--- config.mk ---
export PLATFORM = sky130hd
export DESIGN_NAME = div_unit
export DESIGN_NICKNAME = d
export VERILOG_FILES = /design/src/rtl/div_unit.sv
export SDC_FILE = /design/constraint.sdc
export NUM_CORES = 1
export LEC_CHECK = 0
export BUFFER_PORTS_ARGS = -buffer_cell sky130_fd_sc_hd__buf_2
export CAP_MARGIN = 40
export CORE_AREA = 2 2 132 167
export DETAILED_ROUTE_END_ITERATION = 8
export DIE_AREA = 0 0 134 169
export GPL_ROUTABILITY_DRIVEN = 0
export PLACE_DENSITY_LB_ADDON = 0.15
export SLEW_MARGIN = 20
export SYNTH_ARGS = -nofsm -noshare
export SYNTH_HDL_FRONTEND = slang
export SYNTH_SLANG_ARGS = --single-unit
export TNS_END_PERCENT = 10
--- constraint.sdc ---
create_clock -name clk -period 5.3 [get_ports clk]
set_clock_uncertainty 0.1 [all_clocks]
set_input_delay 0 -clock clk [delete_from_list [all_inputs] [get_ports clk]]
set_output_delay 0 -clock clk [all_outputs]
set_load 0.01 [all_outputs]
--- src/rtl/div_unit.sv ---
// Iterative radix-2 restoring divider for RV32M DIV/DIVU/REM/REMU (EXE stage).
// Optional last-result cache enabled by defining DIV_RESULT_CACHE_EN.
module div_unit #(
  parameter int unsigned XLEN = 32
) (
  input  logic            clk,
  input  logic            reset,
  input  logic            start,
  input  logic            flush,
  input  logic [1:0]      op,
  input  logic [XLEN-1:0] dividend,
  input  logic [XLEN-1:0] divisor,
  output logic            busy,
  output logic            done,
  output logic [XLEN-1:0] result
);

  localparam int unsigned CW = $clog2(XLEN) + 1;

  typedef enum logic [1:0] {
    S_IDLE,
    S_CALC,
    S_DONE
  } state_t;

  state_t          r_state;
  state_t          w_next;
  logic [CW-1:0]   r_cnt;
  logic [XLEN-1:0] r_rem;
  logic [XLEN-1:0] r_quo;
  logic [XLEN-1:0] r_dvs;
  logic            r_q_neg;
  logic            r_r_neg;
  logic            r_sel_rem;

  logic            w_accept;
  logic            w_signed;
  logic            w_a_neg;
  logic            w_b_neg;
  logic [XLEN-1:0] w_a_mag;
  logic [XLEN-1:0] w_b_mag;
  logic            w_div0;
  logic            w_ovf;
  logic            w_hit;
  logic            w_fast;
  logic [XLEN-1:0] w_spec_res;
  logic [XLEN-1:0] w_hit_res;
  logic [XLEN-1:0] w_fast_res;
  logic            w_last;
  logic [XLEN:0]   w_shift;
  logic            w_qbit;
  logic [XLEN-1:0] w_sub;
  logic [XLEN-1:0] w_q_next;
  logic [XLEN-1:0] w_r_next;
  logic [XLEN-1:0] w_q_fin;
  logic [XLEN-1:0] w_r_fin;

  assign w_accept = start & ~flush & ~reset & (r_state != S_CALC);
  assign w_signed = ~op[0];
  assign w_a_neg  = w_signed & dividend[XLEN-1];
  assign w_b_neg  = w_signed & divisor[XLEN-1];
  // Modulo-2^XLEN negation of the most negative value yields its unsigned magnitude.
  assign w_a_mag  = w_a_neg ? ('0 - dividend) : dividend;
  assign w_b_mag  = w_b_neg ? ('0 - divisor)  : divisor;

  assign w_div0     = (divisor == '0);
  assign w_ovf      = w_signed & (dividend == {1'b1, {(XLEN-1){1'b0}}}) & (divisor == '1);
  assign w_spec_res = w_div0 ? (op[1] ? dividend : '1) : (op[1] ? '0 : dividend);
  assign w_fast     = w_div0 | w_ovf | w_hit;
  assign w_fast_res = (w_div0 | w_ovf) ? w_spec_res : w_hit_res;

  // One restoring step: the shifted remainder is XLEN+1 bits, so compare before subtracting.
  assign w_last   = (r_state == S_CALC) && (r_cnt == CW'(XLEN - 1));
  assign w_shift  = {r_rem, r_quo[XLEN-1]};
  assign w_qbit   = (w_shift >= {1'b0, r_dvs});
  assign w_sub    = w_shift[XLEN-1:0] - r_dvs;
  assign w_q_next = {r_quo[XLEN-2:0], w_qbit};
  assign w_r_next = w_qbit ? w_sub : w_shift[XLEN-1:0];
  assign w_q_fin  = r_q_neg ? ('0 - w_q_next) : w_q_next;
  assign w_r_fin  = r_r_neg ? ('0 - w_r_next) : w_r_next;

  assign busy = (r_state == S_CALC) | w_accept;
  assign done = (r_state == S_DONE);

  always_comb begin
    w_next = r_state;
    if (flush) begin
      w_next = S_IDLE;
    end else begin
      case (r_state)
        S_IDLE, S_DONE: begin
          if (w_accept) w_next = w_fast ? S_DONE : S_CALC;
          else          w_next = S_IDLE;
        end
        S_CALC:  if (w_last) w_next = S_DONE;
        default: w_next = S_IDLE;
      endcase
    end
  end

  always_ff @(posedge clk) begin
    if (reset) begin
      r_state   <= S_IDLE;
      r_cnt     <= '0;
      r_rem     <= '0;
      r_quo     <= '0;
      r_dvs     <= '0;
      r_q_neg   <= 1'b0;
      r_r_neg   <= 1'b0;
      r_sel_rem <= 1'b0;
      result    <= '0;
    end else begin
      r_state <= w_next;
      if (w_accept) begin
        r_cnt     <= '0;
        r_rem     <= '0;
        r_quo     <= w_a_mag;
        r_dvs     <= w_b_mag;
        r_q_neg   <= w_a_neg ^ w_b_neg;
        r_r_neg   <= w_a_neg;
        r_sel_rem <= op[1];
        if (w_fast) result <= w_fast_res;
      end else if ((r_state == S_CALC) && !flush) begin
        r_cnt <= r_cnt + CW'(1);
        r_rem <= w_r_next;
        r_quo <= w_q_next;
        if (w_last) result <= r_sel_rem ? w_r_fin : w_q_fin;
      end
    end
  end

`ifdef DIV_RESULT_CACHE_EN
  logic            r_c_valid;
  logic [XLEN-1:0] r_c_dvd;
  logic [XLEN-1:0] r_c_dvs;
  logic            r_c_uns;
  logic [XLEN-1:0] r_c_quo;
  logic [XLEN-1:0] r_c_rem;
  logic [XLEN-1:0] r_op_dvd;
  logic [XLEN-1:0] r_op_dvs;
  logic            r_op_uns;

  assign w_hit     = r_c_valid & (dividend == r_c_dvd) & (divisor == r_c_dvs) & (op[0] == r_c_uns);
  assign w_hit_res = op[1] ? r_c_rem : r_c_quo;

  always_ff @(posedge clk) begin
    if (reset) begin
      r_c_valid <= 1'b0;
      r_c_dvd   <= '0;
      r_c_dvs   <= '0;
      r_c_uns   <= 1'b0;
      r_c_quo   <= '0;
      r_c_rem   <= '0;
      r_op_dvd  <= '0;
      r_op_dvs  <= '0;
      r_op_uns  <= 1'b0;
    end else begin
      if (w_accept) begin
        r_op_dvd <= dividend;
        r_op_dvs <= divisor;
        r_op_uns <= op[0];
      end
      if (w_last && !flush) begin
        r_c_valid <= 1'b1;
        r_c_dvd   <= r_op_dvd;
        r_c_dvs   <= r_op_dvs;
        r_c_uns   <= r_op_uns;
        r_c_quo   <= w_q_fin;
        r_c_rem   <= w_r_fin;
      end
    end
  end
`else
  assign w_hit     = 1'b0;
  assign w_hit_res = '0;
`endif

endmodule
==> results.rst <==
.. list-table::
   :header-rows: 1

   * - Metric
     - Value
   * - Count of cell types in the netlist
     - 75
   * - Avg Cell Area, Syn
     - about 7.3 sq um
   * - Number of synthesis warnings
     - 0
   * - Number of input and output port buffers inserted
     - 103
   * - Critical path, cell by cell
     - ha_1 > and3_1 > nand3_2 > a2111oi_4 > a211o_4 > a21o_4 > mux2i_1 > ha_1 > inv_1 > a2111oi_0 > mux2i_1 > nor2_1 > nand4_1 > o41ai_1 > xor2_1 > a21oi_1 > nor3_1
   * - Worst slew margin
     - a little over two fifths
   * - Startpoint type of the worst setup path
     - register
   * - Synthesis-to-layout area growth
     - 18.11%
   * - Power after layout
     - 4.030 mW
   * - CP bufs+invs
     - 1
   * - Antenna-violating nets left
     - 0
   * - Mapped cell area
     - approximately 0.011 sq mm
   * - Share of async-settable or async-resettable flops after synthesis
     - 0%
   * - Met2 Usage GRT
     - 55.32%
   * - Most frequent cells in the layout
     - 180 x sky130_fd_sc_hd__nor2_1, 162 x sky130_fd_sc_hd__nand2_1, 139 x sky130_fd_sc_hd__dfxtp_1, 131 x sky130_fd_sc_hd__a21oi_1, 103 x sky130_fd_sc_hd__buf_2
   * - Share of cells above drive strength 1
     - 11.88%
   * - Maximum root-to-sink buffer count
     - 2
   * - Final worst-path cycle share
     - 91.25%
   * - Mean routed wirelength per cell
     - 19.37 um
   * - Power density cells
     - 298.7 mW/mm^2
   * - Floorplan core area
     - 0.02110 sq mm
   * - Number of flip-flops and latches in the synthesized netlist
     - 139
   * - Slowest stage cell on the critical path
     - sky130_fd_sc_hd__ha_1
   * - M1 GR Usage
     - 42.58%
   * - Final setup fails
     - 0
   * - Top-level I/O count
     - 104
   * - Die outline width
     - 134 um
   * - Data arrival time of the worst path
     - 5.09 ns
   * - Fraction of the yosys area taken by sequential cells
     - approximately a quarter
   * - Number of buffers created by CTS
     - 17
   * - Initial drt markers
     - ~1200
   * - Max Fanout on Critical Path
     - 23
   * - Hold Fails Final Rpt
     - 0
   * - First-pass GRT wire length
     - 60890 um
   * - Antenna violations before repair
     - 0
   * - Leading register cell type out of synthesis
     - sky130_fd_sc_hd__dfxtp_1
   * - Clk sink count
     - 139
   * - Die outline area
     - 0.02265 sq mm
   * - Clock Tree Root
     - sky130_fd_sc_hd__clkbuf_16
   * - Initial Util
     - 54.15%
   * - CTS tree
     - built
   * - Height of the die
     - roughly 170 um
   * - Total iterations of the first detailed-routing run
     - 7
   * - Most frequent standard cell in the layout excluding fill and tap cells
     - sky130_fd_sc_hd__nor2_1
   * - Largest net degree at the start of global routing
     - 79
   * - Measured slew at the worst slew-check pin
     - 0.8536 ns
   * - Time the worst path needs with I/O delays and setup
     - 4.836 ns
   * - WL final
     - 38000 um
   * - H-tree depth reported by CTS
     - 4
   * - GRT Total Usage
     - 33.60%
   * - DRC violation count after routing
     - 0
   * - Achievable clock frequency
     - 206.8 MHz
   * - Delay-heaviest family, CP
     - compound AO/OA/AOI/OAI gates
   * - Vias/cell
     - ~6.3
   * - Synthesized instance count
     - 1563
   * - Post-Syn Nets
     - around 1700
   * - Final worst-path setup slack
     - about 0.46 ns
   * - Most crowded layer after global routing
     - met2
   * - Overflow left after global routing
     - 0
   * - Number of flops mapped to enable cells by yosys
     - 0
   * - HPWL after detailed placement
     - approximately 27000 um
   * - Leakage
     - just over 5 nW
   * - Diodes inserted
     - 0
   * - Row count
     - 60
   * - Final sum of negative setup slack
     - 0 ns
   * - Delay of the slowest cell on the worst path
     - 0.49 ns
   * - Worst-case vdd ir drop
     - 0.2441 mV
   * - Via count of the first global-routing pass
     - 11410
   * - Required @ worst endpoint
     - 5.55 ns
   * - Number of max-slew violations in the final report
     - 0
   * - Max-cap violations
     - 0
   * - Vias after detailed routing
     - 12260
   * - Placement Setup Slack
     - around 0.41 ns
   * - Critical Setup Path Class
     - reg2reg
   * - Met3 track demand over resource
     - 4.013%
   * - RSZ-0062 raised after global routing
     - false
   * - Status
     - finished clean
   * - Crit path capture type
     - register
   * - Worst hold-check path type
     - in2reg
   * - Source-to-sink clock delay at the later pin of the worst-skew pair
     - 0.44 ns
   * - Net count reported at finish
     - around 1800
   * - Clock-pin slew of the registers on the worst-case setup and hold paths
     - 0.06 ns
-- power by group --
part / total, mW / switching [mW] / internal [mW] / leakage [nW]
Combinational: 1.51 / 0.951 / 0.564 / 3.59
Clock: 1.37 / 0.491 / 0.876 / 0.312
Sequential: 1.15 / 0.0554 / 1.09 / 1.13
-- cells in the mapped netlist (all sizes together), types with 7 or more instances --
cell | n | area share, %
nor2 | 182 | 6.0
nand2 | 162 | 5.3
dfxtp | 139 | 24
a21oi | 133 | 5.9
o21ai | 88 | 3.9
clkbuf | 82 | 2.7
xnor2 | 79 | 6.1
a211oi | 71 | 4.8
inv | 62 | 2.0
xor2 | 54 | 4.1
nor3 | 50 | 2.2
ha | 38 | 4.2
o221ai | 35 | 2.7
nand3 | 32 | 1.6
nand4 | 28 | 1.6
buf | 27 | 1.1
o31ai | 22 | 1.4
or3 | 22 | 1.2
o211ai | 20 | 1.3
maj3 | 18 | 1.6
mux2i | 18 | 1.6
nor4 | 18 | 1.2
a21o | 17 | 1.2
o41ai | 15 | 1.2
or4 | 14 | 0.92
nand2b | 13 | 0.71
a311oi | 11 | 0.84
a31oi | 11 | 0.60
and2 | 8 | 0.44
o21a | 8 | 0.53
o21bai | 8 | 0.53
or2 | 7 | 0.38
-- worst paths after layout --
kind	start	slack [ns]	depth (start not counted)	to
max	r_rem[9]	0.46	17	result[28]
min	divisor[26]	0.02	4	r_dvs[27]
max reg2reg	r_rem[9]	0.46	17	result[28]
min reg2reg	result[4]	0.35	2	result[4]
-- timing repair --
item	in CTS	in global routing
buffers inserted	0	1
setup endpoints to repair	0	3
hold buffers	69	0
gates resized for setup	0	2
endpoints found under the hold margin	79	0
-- worst register-to-register path, delay by kind of cell (launching register included) --
family	cells	cell delay [ns]
compound gates	6	1.76
simple gates	5	1.04
fa+ha+maj	2	0.73
mux	2	0.52
flops	1	0.36
xor+xnor	1	0.18
buf+inv	1	0.07
-- layer usage --
layer	vias up	wire length (um)
met5	-	0
met4	0	2180
met3	98	2303
met2	496	17860
met1	5731	15660
li1	5938	-
-- final cells by class --
| class | count | area, sq um |
|---|---|---|
| Inverter | 64 | 240.2 |
| Timing Repair Buffer | 199 | 1468 |
| Multi-Input combinational cell | 1251 | 8000 |
| Clock inverter | 12 | 222.7 |
| Clock buffer | 18 | 429.2 |
| Sequential cell | 139 | 2783 |
| Tap cell | 279 | 349.1 |
| Fill cell | 1913 | 7604 |
-- cells by family (layout without fill, tap and decap cells) --
| kind of cell | after synthesis | in the layout | synth area share, % |
|---|---|---|---|
| AOI/OAI and AO/OA | 485 | 485 | 29.00 |
| xor gates and xnor gates | 133 | 133 | 10.20 |
| adders and majority gates | 57 | 57 | 5.915 |
| buffers and inverters | 173 | 293 | 5.882 |
| DFF | 139 | 139 | 24.36 |
| muxes | 22 | 22 | 1.971 |
| and+or+nand+nor | 554 | 554 | 22.67 |
-- through the flow --
step                util (%)  hold slack (ns)  instances  area [sq um]
global route           63.96          0.06828       1962         13490
detailed placement     57.47           0.1685       1861         12120
CTS                    63.84         0.005115       1960         13470
finish                 63.96          0.01978       1962         13490
global placement       57.09           0.1671       1857         12040
floorplan                  -         -0.01031       1563         11420
-- sequential cells by signal, summed over array words and instances, names as in the netlist --
register,flops
r_cnt,6
r_dvs,32
r_q_neg,1
r_quo,32
r_r_neg,1
r_rem,32
r_sel_rem,1
r_state,2
result,32
Note: power is estimated with default switching activity, not from simulation.
